### src/rtl/lsu_rv32.sv
// RV32I load/store unit: decodes a pipeline memory command, formats it for a
// word-wide data cache, and returns aligned, extended load data on a oDone pulse.
module lsu_rv32 #(
  parameter int MAX_STALL = 255
) (
  input  logic        iCLK,
  input  logic        iRSTn,
  input  logic        iValid,
  output logic        oReady,
  input  logic        iIsStore,
  input  logic [2:0]  iFunct3,
  input  logic [31:0] iAddr,
  input  logic [31:0] iWData,
  output logic        oDone,
  output logic [31:0] oRData,
  output logic        oMisalign,
  output logic        oErr,
  output logic        oDReq,
  output logic        oDWe,
  output logic [31:0] oDAddr,
  output logic [31:0] oDWData,
  output logic [3:0]  oDBe,
  input  logic        iDStall,
  input  logic [31:0] iDRData
);

  localparam int CW = $clog2(MAX_STALL + 1);

  typedef enum logic [1:0] {
    IDLE  = 2'd0,
    REQ   = 2'd1,
    RDATA = 2'd2
  } state_t;

  state_t         state, nextState;
  logic [31:0]    addrQ;
  logic [2:0]     funct3Q;
  logic           isStoreQ;
  logic [31:0]    wdataQ;
  logic [3:0]     beQ;
  logic [CW-1:0]  stallCnt;

  logic           cmdLegal, cmdMisalign, cmdFault, accept, stallHit;
  logic [31:0]    fmtData;
  logic [3:0]     fmtBe;
  logic [31:0]    shifted, loadExt;

  assign oReady   = (state == IDLE);
  assign accept   = iValid && oReady;
  assign cmdFault = !cmdLegal || cmdMisalign;
  assign stallHit = iDStall && (stallCnt == CW'(MAX_STALL - 1));

  // Command decode: legality, alignment and store-lane formatting.
  // NOTE: every signal assigned in always_comb gets a default first so no latch is inferred.
  always_comb begin
    cmdLegal    = 1'b0;
    cmdMisalign = 1'b0;
    fmtData     = '0;
    fmtBe       = 4'b1111;
    if (iIsStore) begin
      case (iFunct3)
        3'b000, 3'b001, 3'b010: cmdLegal = 1'b1;
        default:                cmdLegal = 1'b0;
      endcase
    end else begin
      case (iFunct3)
        3'b000, 3'b001, 3'b010, 3'b100, 3'b101: cmdLegal = 1'b1;
        default:                                cmdLegal = 1'b0;
      endcase
    end
    case (iFunct3[1:0])
      2'b01:   cmdMisalign = iAddr[0];
      2'b10:   cmdMisalign = |iAddr[1:0];
      default: cmdMisalign = 1'b0;
    endcase
    if (iIsStore) begin
      case (iFunct3[1:0])
        2'b00: begin
          fmtData = {4{iWData[7:0]}};
          fmtBe   = 4'b0001 << iAddr[1:0];
        end
        2'b01: begin
          fmtData = {2{iWData[15:0]}};
          fmtBe   = 4'b0011 << iAddr[1:0];
        end
        default: begin
          fmtData = iWData;
          fmtBe   = 4'b1111;
        end
      endcase
    end
  end

  // Load alignment and extension from the latched address and funct3.
  assign shifted = iDRData >> {addrQ[1:0], 3'b000};

  always_comb begin
    loadExt = shifted;
    case (funct3Q)
      3'b000:  loadExt = {{24{shifted[7]}}, shifted[7:0]};
      3'b001:  loadExt = {{16{shifted[15]}}, shifted[15:0]};
      3'b100:  loadExt = {24'd0, shifted[7:0]};
      3'b101:  loadExt = {16'd0, shifted[15:0]};
      default: loadExt = shifted;
    endcase
  end

  always_comb begin
    nextState = state;
    case (state)
      IDLE:    if (accept && !cmdFault) nextState = REQ;
      REQ: begin
        if (!iDStall)     nextState = isStoreQ ? IDLE : RDATA;
        else if (stallHit) nextState = IDLE;
      end
      RDATA:   nextState = IDLE;
      default: nextState = IDLE;
    endcase
  end

  // NOTE: sequential state uses non-blocking assignments so all registers update together.
  always_ff @(posedge iCLK or negedge iRSTn) begin
    if (!iRSTn) begin
      state     <= IDLE;
      addrQ     <= '0;
      funct3Q   <= '0;
      isStoreQ  <= 1'b0;
      wdataQ    <= '0;
      beQ       <= '0;
      stallCnt  <= '0;
      oDone     <= 1'b0;
      oErr      <= 1'b0;
      oMisalign <= 1'b0;
      oRData    <= '0;
    end else begin
      state     <= nextState;
      oDone     <= 1'b0;
      oErr      <= 1'b0;
      oMisalign <= 1'b0;
      if (accept) begin
        addrQ    <= iAddr;
        funct3Q  <= iFunct3;
        isStoreQ <= iIsStore;
        wdataQ   <= fmtData;
        beQ      <= fmtBe;
        stallCnt <= '0;
      end else if (state == REQ && iDStall) begin
        stallCnt <= stallCnt + 1'b1;
      end
      case (state)
        IDLE: begin
          if (accept && cmdFault) begin
            oDone     <= 1'b1;
            oErr      <= !cmdLegal;
            oMisalign <= cmdLegal && cmdMisalign;
          end
        end
        REQ: begin
          if (!iDStall && isStoreQ) begin
            oDone <= 1'b1;
          end else if (stallHit) begin
            oDone <= 1'b1;
            oErr  <= 1'b1;
          end
        end
        RDATA: begin
          oDone  <= 1'b1;
          oRData <= loadExt;
        end
        default: ;
      endcase
    end
  end

  // Cache-side outputs come straight from state and latched command fields,
  // so an asynchronous reset drops oDReq immediately.
  assign oDReq   = (state == REQ);
  assign oDWe    = oDReq && isStoreQ;
  assign oDAddr  = {addrQ[31:2], 2'b00};
  assign oDWData = wdataQ;
  assign oDBe    = beQ;

endmodule

### config.mk
export PLATFORM = sky130hd
export DESIGN_NAME = lsu_rv32
export DESIGN_NICKNAME = d
export VERILOG_FILES = /design/src/rtl/lsu_rv32.sv
export SDC_FILE = /design/constraint.sdc
export NUM_CORES = 1
export LEC_CHECK = 0
export BUFFER_PORTS_ARGS = -buffer_cell sky130_fd_sc_hd__buf_4
export CORE_MARGIN = 3
export CORE_UTILIZATION = 40
export DETAILED_ROUTE_END_ITERATION = 8
export GPL_ROUTABILITY_DRIVEN = 0
export PLACE_DENSITY = 0.73
export SETUP_SLACK_MARGIN = 0.4
export SLEW_MARGIN = 10
export SYNTH_ARGS = -nofsm -noshare
export SYNTH_HDL_FRONTEND = slang
export SYNTH_SLANG_ARGS = --single-unit
### constraint.sdc
create_clock -name iCLK -period 2.45 [get_ports iCLK]
set_input_delay 0 -clock iCLK [delete_from_list [all_inputs] [get_ports iCLK]]
set_output_delay 0 -clock iCLK [all_outputs]
set_load 0.05 [all_outputs]
# Word-level counts from Yosys, hierarchy flattened
# Index checks and enable logic that the tools add are counted.
# op_classes
add_sub_neg	1
eq_ne	14
shift	3
n_mux	25
reduce_logical	21
# op_table
op	count
one-hot mux 32 bit (4 select lines)	1
one-hot mux 32 bit (2 select lines)	1
two-way mux 32 bit	1
right shift 32 x 5 -> 32 bit	1
two-way mux 8 bit	2
equality test 3 bit, second input constant	4
two-way mux 1 bit	10
adder 8 x 1 -> 8 bit, second input constant	1
equality test 8 bit, second input constant	1
logical AND 1 bit	8
two-way mux 2 bit	4
one-hot mux 4 bit (2 select lines)	1
equality test 3 x 1 -> 1 bit, second input constant	2
logical NOT 3 bit	2
OR reduction 5 bit	1
equality test 2 x 1 -> 1 bit, second input constant	2
equality test 2 bit, second input constant	2
logical NOT 2 bit	2
two-way mux 4 bit	1
one-hot mux 1 bit (2 select lines)	2
one-hot mux 2 bit (2 select lines)	1
<< shifter 1 x 2 -> 4 bit, first input constant	1
<< shifter 2 x 2 -> 4 bit, first input constant	1
equality test 3 x 2 -> 1 bit, second input constant	1
other kinds (9)	11
# totals
reg_bits	117
in_bits	104
output_inout_bits	106
elab_cells	75

# Depth between registers and ports, before layout
# Gate-level depths: netlist (run 1).
# depth
ltp_word	10
mapped_depth	8
ltp_nobuf	6

# Least setup slack after synthesis (run 1)
# No wires, ideal clock.
# synth_path
path_type	flip-flop to flip-flop
start	reg state[0]
end	reg wdataQ[16] (netlist: oDWData[16])
setup_ns	0.132
arrival_time_ns	1.893
t_required_ns	2.318
setup_slack_ns	0.424
stages_incl_launch_ff	8
path_buffers	3
synth_period_minus_slack_ns	2.026
path_cell_list	dfrtp_1 > clkbuf_1 > nor2_1 > nand2_1 > clkbuf_1 > clkbuf_1 > nand2_1 > o21ai_1
# synth_between
elab_chain_len	2
# synth_lines
item	line	rtl
from (decl)	35	state_t state, nextState;
from (signal assigned)	136	state <= nextState;
logical NOT 2 bit	48	assign oReady = (state == IDLE);
via oReady	9	output logic oReady,
logical AND 1 bit	49	assign accept = iValid && oReady;
to (signal assigned)	144	wdataQ <= fmtData;
to (decl)	39	logic [31:0] wdataQ;
# The timed path passes the listed nets, and every way through them passes these cells.
# A chain may end at the register's enable or synchronous reset.

# Worst setup path after layout (run 1)
# layout_path
start	reg addrQ[0]
end	reg oRData[15]
# layout_between
elab_chain_len	2
# layout_lines
item	line	rtl
from (decl)	36	logic [31:0] addrQ;
from (signal assigned)	141	addrQ <= iAddr;
right shift 32 x 5 -> 32 bit	95	assign shifted = iDRData >> {addrQ[1:0], 3'b000};
one-hot mux 32 bit (4 select lines)	99	case (funct3Q)
to (signal assigned)	168	oRData <= loadExt;
to (decl)	15	output logic [31:0] oRData,
# Every way passes these cells.

==> results of run 1 <==
## logic make-up after synthesis
group / Yosys count / share of synthesized area
buf+inv: 72 / 0.0740
mux: 36 / 0.0713
other cells: 1 / 0.000672
fa+ha+maj: 5 / 0.0112
simple gates: 231 / 0.179
xor+xnor: 4 / 0.00628
compound gates: 113 / 0.133
flops: 117 / 0.525
## critical path: stages, from the launching register on
cell and delay [ns]:
dfrtp_2 0.45, mux2_4 0.33, mux4_2 0.46, nor4b_4 0.14
buf_4 0.20, a221o_1 0.27
## what timing repair did
item / in CTS / in global routing
resized for setup: 0 / 1
endpoints found under the setup margin: 0 / 12
hold endpoints to repair: 202 / 0
hold buffers: 84 / 0
## state kept, by name, summed over array words and instances, names as in the netlist
register / count
oDBe: 4
oRData: 32
isStoreQ: 1
oErr: 1
funct3Q: 3
oDone: 1
stallCnt: 8
state: 2
addrQ: 32
oMisalign: 1
oDWData: 32
## synthesized netlist by cell type, types with 9 or more instances
master / number / area [µm²]
nand2_1: 142 / 533
dfrtp_1: 117 / 2930
nor2_1: 49 / 184
o21ai_1: 43 / 215
buf_4: 32 / 240
clkbuf_1: 24 / 90.1
mux2i_1: 24 / 240
a221o_1: 17 / 170
a21oi_1: 16 / 80.1
a22o_1: 16 / 140
o21ai_0: 12 / 60.1
and2_1: 9 / 56.3
## power by group through the flow
stage / Sequential, W / Combinational, W / Clock (W)
2_1_floorplan: 0.00397 / 0.00148 / 0
3_3_place_gp: 0.00279 / 0.00372 / 0
3_5_place_dp: 0.00281 / 0.00378 / 0
4_1_cts: 0.00278 / 0.00389 / 0.00263
5_1_grt: 0.00284 / 0.00410 / 0.00271
6_report: 0.00279 / 0.00389 / 0.00259
## path summary, 6_finish.rpt
kind	end	slack (ns)	cells past startpoint
min	oRData[3]$_DFFE_PN0P_	0.02	5
max	oRData[15]$_DFFE_PN0P_	0.47	5
max reg2reg	oRData[15]$_DFFE_PN0P_	0.47	5
min reg2reg	addrQ[28]$_DFFE_PN0P_	0.47	2
max in group asynchronous	addrQ[0]$_DFFE_PN0P_	1.65	3
min in group asynchronous	addrQ[28]$_DFFE_PN0P_	0.19	3
## per-stage QoR
stage	total power [W]	utilization	cell area [µm²]	hold WS (ns)	std cells
6_report	0.00927	0.633	8520	0.0171	1020
3_3_place_gp	0.00651	0.525	7060	0.136	904
4_1_cts	0.00930	0.633	8520	0.00122	1020
2_1_floorplan	0.00545	-	5580	-0.296	580
5_1_grt	0.00966	0.633	8520	0.0361	1020
3_5_place_dp	0.00659	0.525	7060	0.143	904
## layout make-up
type,count,area (µm²)
flip-flops and latches,117,2930
repair buffers,300,2490
multi-input cells,391,2250
fillers,1048,4930
clock buffers,22,464
well taps,176,220
clock inverters,10,153
inverters,4,15.0
## metal layers
metal	GRT usage	up-vias	wire, µm
met2	0.369	305	8390
met1	0.267	2528	6880
li1	-	2451	-
met5	0	-	0
met4	0.0842	0	364
met3	0.0808	37	1790
==> impl_results.md, run 1 <==
- Hold_sp: iDRData[3]
- Clock Latency Late Sink: 0.41 ns
- Final setup viols: 0
- P_leak: 4.25 nW
- Most frequent cells in the layout: buf_4, nand2_1, dfrtp_1, dlygate4sd3_1, nor2_1
- Overflow after GRT: 0
- Vias in the first global route: 5,383
- WS Path Type: reg2reg
- NetSw: 0.00382 W
- Die footprint: 0.0154 mm²
- Total of max-cap violations: 0
- Crit path max fanout: 17
- Die Y: 124 µm
- Maximum VDD drop: 0.516 mV
- Register share of total power: 0.301
- Worst setup EP type: flop
- Gate Count Post-Synth: 579
- FMAX: 0.505 GHz
- Via density: 5.22
- Slew HR: 0.535
- Share of layout cells above drive strength 1: 0.312
- Chip width: 124 µm
- TNS Setup: 0 ns
- Post-synth EDFFs: 0
- Startpoint Class: flop
- First-pass GRT wire length: 26,600 µm
- Crit path from: addrQ[0]$_DFFE_PN0P_
- Worst hold path class: in2reg
- Worst Tran Pin Value: 0.698 ns
- Yosys reg bits: 117
- WL/cell: 17.1 µm
- DRT Pass-1 Iters: 5
- Slew Limit Fails: 0
- Antenna violations before repair: 0
- Initial Util: 0.415
- Core Box Area: 0.0135 mm²
- Count of final hold-check violations: 0
- Worst-path clk slew: 0.05 ns
- 1st-iter DRT viols: 319
- Pin count of the biggest net entering global routing: 118
- Status: finished, final reports clean
- CTS tree: done
- RSZ-0062 raised after global routing: false
- Comb pwr share: 0.420
- Cell area after synthesis: 0.00558 mm²
- Post-CTS Setup Bufs: 0
- IO buf count: 207
- Critical Path RT: 2.73 ns
- CTS Root Cell: clkbuf_16
- Seq/Total Area, Yosys: 0.525
- Dpl hpwl: 11,700 µm
- H-tree Lvls: 4
- TritonCTS Buffers: 17
- Inserted Diodes: 0
- Total GRT Usage: 0.223
- Std-Cell Rows: 42
- Number of routed nets with antenna violations: 0
- Avg Cell Area, Syn: 9.64 µm²
- Pre-CTS WS: 0.438 ns
- Drt total wl: 17,400 µm
- Main flop type after synthesis: dfrtp_1
- Fin nets: 940
- CTS Sinks: 117
- Drt drc: 0
- Crit share post-route: 0.808
- Setup ws final: 0.470 ns
- Crit path DAT: 2.26 ns
- Synthesis Warnings: 0
- Synth cell types: 45
- Switch share: 0.412
- P_int: 0.00545 W
- Area grow syn2layout: 52.7%
- Via count: 5,321
- Post-synth ARST share: 1.00
- Launch point of the worst reg-to-reg path: addrQ[0]$_DFFE_PN0P_
- Clock Path Buffers: 2
- Post-route minimum period: 1.98 ns
- I/O pins: 210
- Commonest non-fill, non-tap cell in the layout: buf_4
- Power Density: 1090 mW/mm²
- Clock Skew: 0.0168 ns
- Clock power share: 0.280
(Power assumes the default switching activity.)
==> run 2, diff against run 1 <==
==> constraint.sdc (replaced) <==
create_clock -name iCLK -period 2 [get_ports iCLK]
set_input_delay 0 -clock iCLK [delete_from_list [all_inputs] [get_ports iCLK]]
set_output_delay 0 -clock iCLK [all_outputs]
set_load 0.05 [all_outputs]
==> impl_results.md, run 2 (synthesized netlist as in run 1, its figures left out) <==
- Die Y: 124 µm (unchanged)
- IO buf count: 207 (unchanged)
- Total GRT Usage: 0.227 (+0.00410)
- R2r worst-path depth: 5 (unchanged)
- TNS Setup: 0 ns (unchanged)
- WS Path Type: reg2reg
- Drt drc: 0 (unchanged)
- Worst Tran Pin Value: 0.596 ns (-0.102 ns)
- Share of layout cells above drive strength 1: 0.331 (+0.0194)
- Vias in the first global route: 5,478 (+1.8%)
- I/O pins: 210 (unchanged)
- R2R Setup Slk: 0.05 ns (-0.42 ns)
- Clock Latency Late Sink: 0.40 ns (about the same)
- Final setup viols: 0 (unchanged)
- Seq. cell area: 0.00293 mm² (about the same)
- RSZ-0062 raised after global routing: true
- Worst hold path class: in2reg
- TritonCTS Buffers: 17 (unchanged)
- Pin count of the biggest net entering global routing: 60 (-49%)
- Launch point of the worst reg-to-reg path: addrQ[0]$_DFFE_PN0P_
- Clock Skew: 0.00954 ns (-0.00731 ns)
- Initial Util: 0.415 (unchanged)
- Number of fill cells: 1,047 (-0.095%)
- Cell total after placement: 915 (+1.2%)
- Worst setup EP type: flop
- Post-route minimum period: 1.95 ns (-0.0303 ns)
- Chip width: 124 µm (unchanged)
- Total of max-cap violations: 0 (unchanged)
- 1st-iter DRT viols: 321 (+0.63%)
- Slew HR: 0.602 (+0.0669)
- First-pass GRT wire length: 27,300 µm (+2.5%)
- Fin nets: 951 (+1.2%)
- Clock Path Buffers: 2 (unchanged)
- Std-Cell Rows: 42 (unchanged)
- H-tree Lvls: 4 (unchanged)
- Finished Layout Cells: 1,031 (+1.1%)
- FMAX: 0.513 GHz (+1.6%)
- Slew Limit Fails: 0 (unchanged)
- Overflow after GRT: 0 (unchanged)
- Crit share post-route: 0.975 (+0.167)
- Crit path DAT: 2.22 ns (-0.04 ns)
- Via count: 5,246 (-1.4%)
- CTS tree: done
- Crit path max fanout: 5 (-12)
- Drt total wl: 17,600 µm (+0.80%)
- Crit path from: addrQ[0]$_DFFE_PN0P_
- Maximum VDD drop: 0.600 mV (+16%)
- Final Total Pwr: 0.0115 W (+24%)
- Count of final hold-check violations: 0 (unchanged)
- Via density: 5.09 (-2.5%)
- Commonest non-fill, non-tap cell in the layout: buf_4
- Crit path to: oRData[24]$_DFFE_PN0P_
- Antenna violations before repair: 0 (unchanged)
- Die footprint: 0.0154 mm² (unchanged)
- FF-to-FF End: oRData[24]$_DFFE_PN0P_
- CTS Root Cell: clkbuf_16
- Number of routed nets with antenna violations: 0 (unchanged)
- Area grow syn2layout: 55.2%
- Most frequent cells in the layout: buf_4, nand2_1, dfrtp_1, dlygate4sd3_1, nor2_1
- CTS Sinks: 117 (unchanged)
- P_leak: 4.32 nW (+1.6%)
- Post-CTS Setup Bufs: 0 (unchanged)
- Status: finished, final reports clean
- Power Density: 1330 mW/mm² (+22%)
- Worst-path clk slew: 0.05 ns (about the same)
- Multi-input gate area: 0.00228 mm² (+1.2%)
- Dpl hpwl: 12,100 µm (+3.2%)
- Hold_sp: iDRData[23]
- Core Box Area: 0.0135 mm² (unchanged)
- DRT Pass-1 Iters: 5 (unchanged)
- WL/cell: 17.0 µm (-0.28%)
- Inserted Diodes: 0 (unchanged)
- Critical Path RT: 2.28 ns (-0.45 ns)
- Startpoint Class: flop
-- run 2: cell count changes in the layout (fill, tap and decap cells not counted), sizes merged --
| cell | delta |
|---|---|
| clkinvlp | +1 |
| clkbuf | -3 |
| buf | +13 |
| clkinv | +1 |
| dlygate4sd3 | -2 |
| bufinv | +1 |
-- run 2: final cells by class --
class / instances / share of cell area
inverter: 4 / 0.00173
timing repair buffer: 311 / 0.297
sequential: 117 / 0.338
clock buffer: 19 / 0.0500
multi-input combinational: 391 / 0.263
tap: 176 / 0.0254
clock inverter: 13 / 0.0238
-- run 2: timing repair --
item                       CTS  global route
hold endpoints to repair   176             0
setup endpoints to repair   53            74
cloned                       1             1
gates resized for setup      4             7
hold buffers                82             0
-- run 2: per-stage QoR --
stage,cell area [µm²],setup WS (ns),utilization,hold slack (ns)
finish,8660,0.0505,0.644,0.0113
global route,8660,0.0265,0.644,0.0110
CTS,8630,0.0640,0.642,-0.00967
detailed placement,7160,0.00430,0.532,-0.0219
global placement,7160,0.0762,0.532,-0.0310
floorplan,5610,0.110,-,-0.296
-- run 2: worst min path at each step --
stage               slack [ns]  cells after the start                      to
floorplan                -0.30                      0    addrQ[0]$_DFFE_PN0P_
global placement         -0.03                      1   addrQ[30]$_DFFE_PN0P_
detailed placement       -0.02                      1   addrQ[30]$_DFFE_PN0P_
CTS                      -0.01                      3  oRData[23]$_DFFE_PN0P_
global route              0.01                      3  oRData[22]$_DFFE_PN0P_
finish                    0.01                      3  oRData[23]$_DFFE_PN0P_
-- run 2: per-layer routing --
metal | wire, µm | vias to the layer above | track usage | part of all wire
li1 | - | 2464 | - | -
met3 | 1530 | 21 | 0.0799 | 0.087
met2 | 8540 | 247 | 0.373 | 0.49
met1 | 7280 | 2514 | 0.286 | 0.41
met4 | 216 | 0 | 0.0637 | 0.012
met5 | 0 | - | 0 | 0
-- run 2: worst max-delay path, stage by stage (launching register included) --
cell     delay (ns)
dfrtp_2        0.46
mux2_4         0.33
mux4_2         0.45
nor4b_4        0.16
buf_4          0.17
a221o_1        0.27
-- run 2: power by group --
group,switching [W],internal (W),leakage [nW],total [W]
registers,0.000454,0.00298,1.47,0.00344
clock network,0.00107,0.00221,0.307,0.00328
logic,0.00321,0.00159,2.54,0.00480
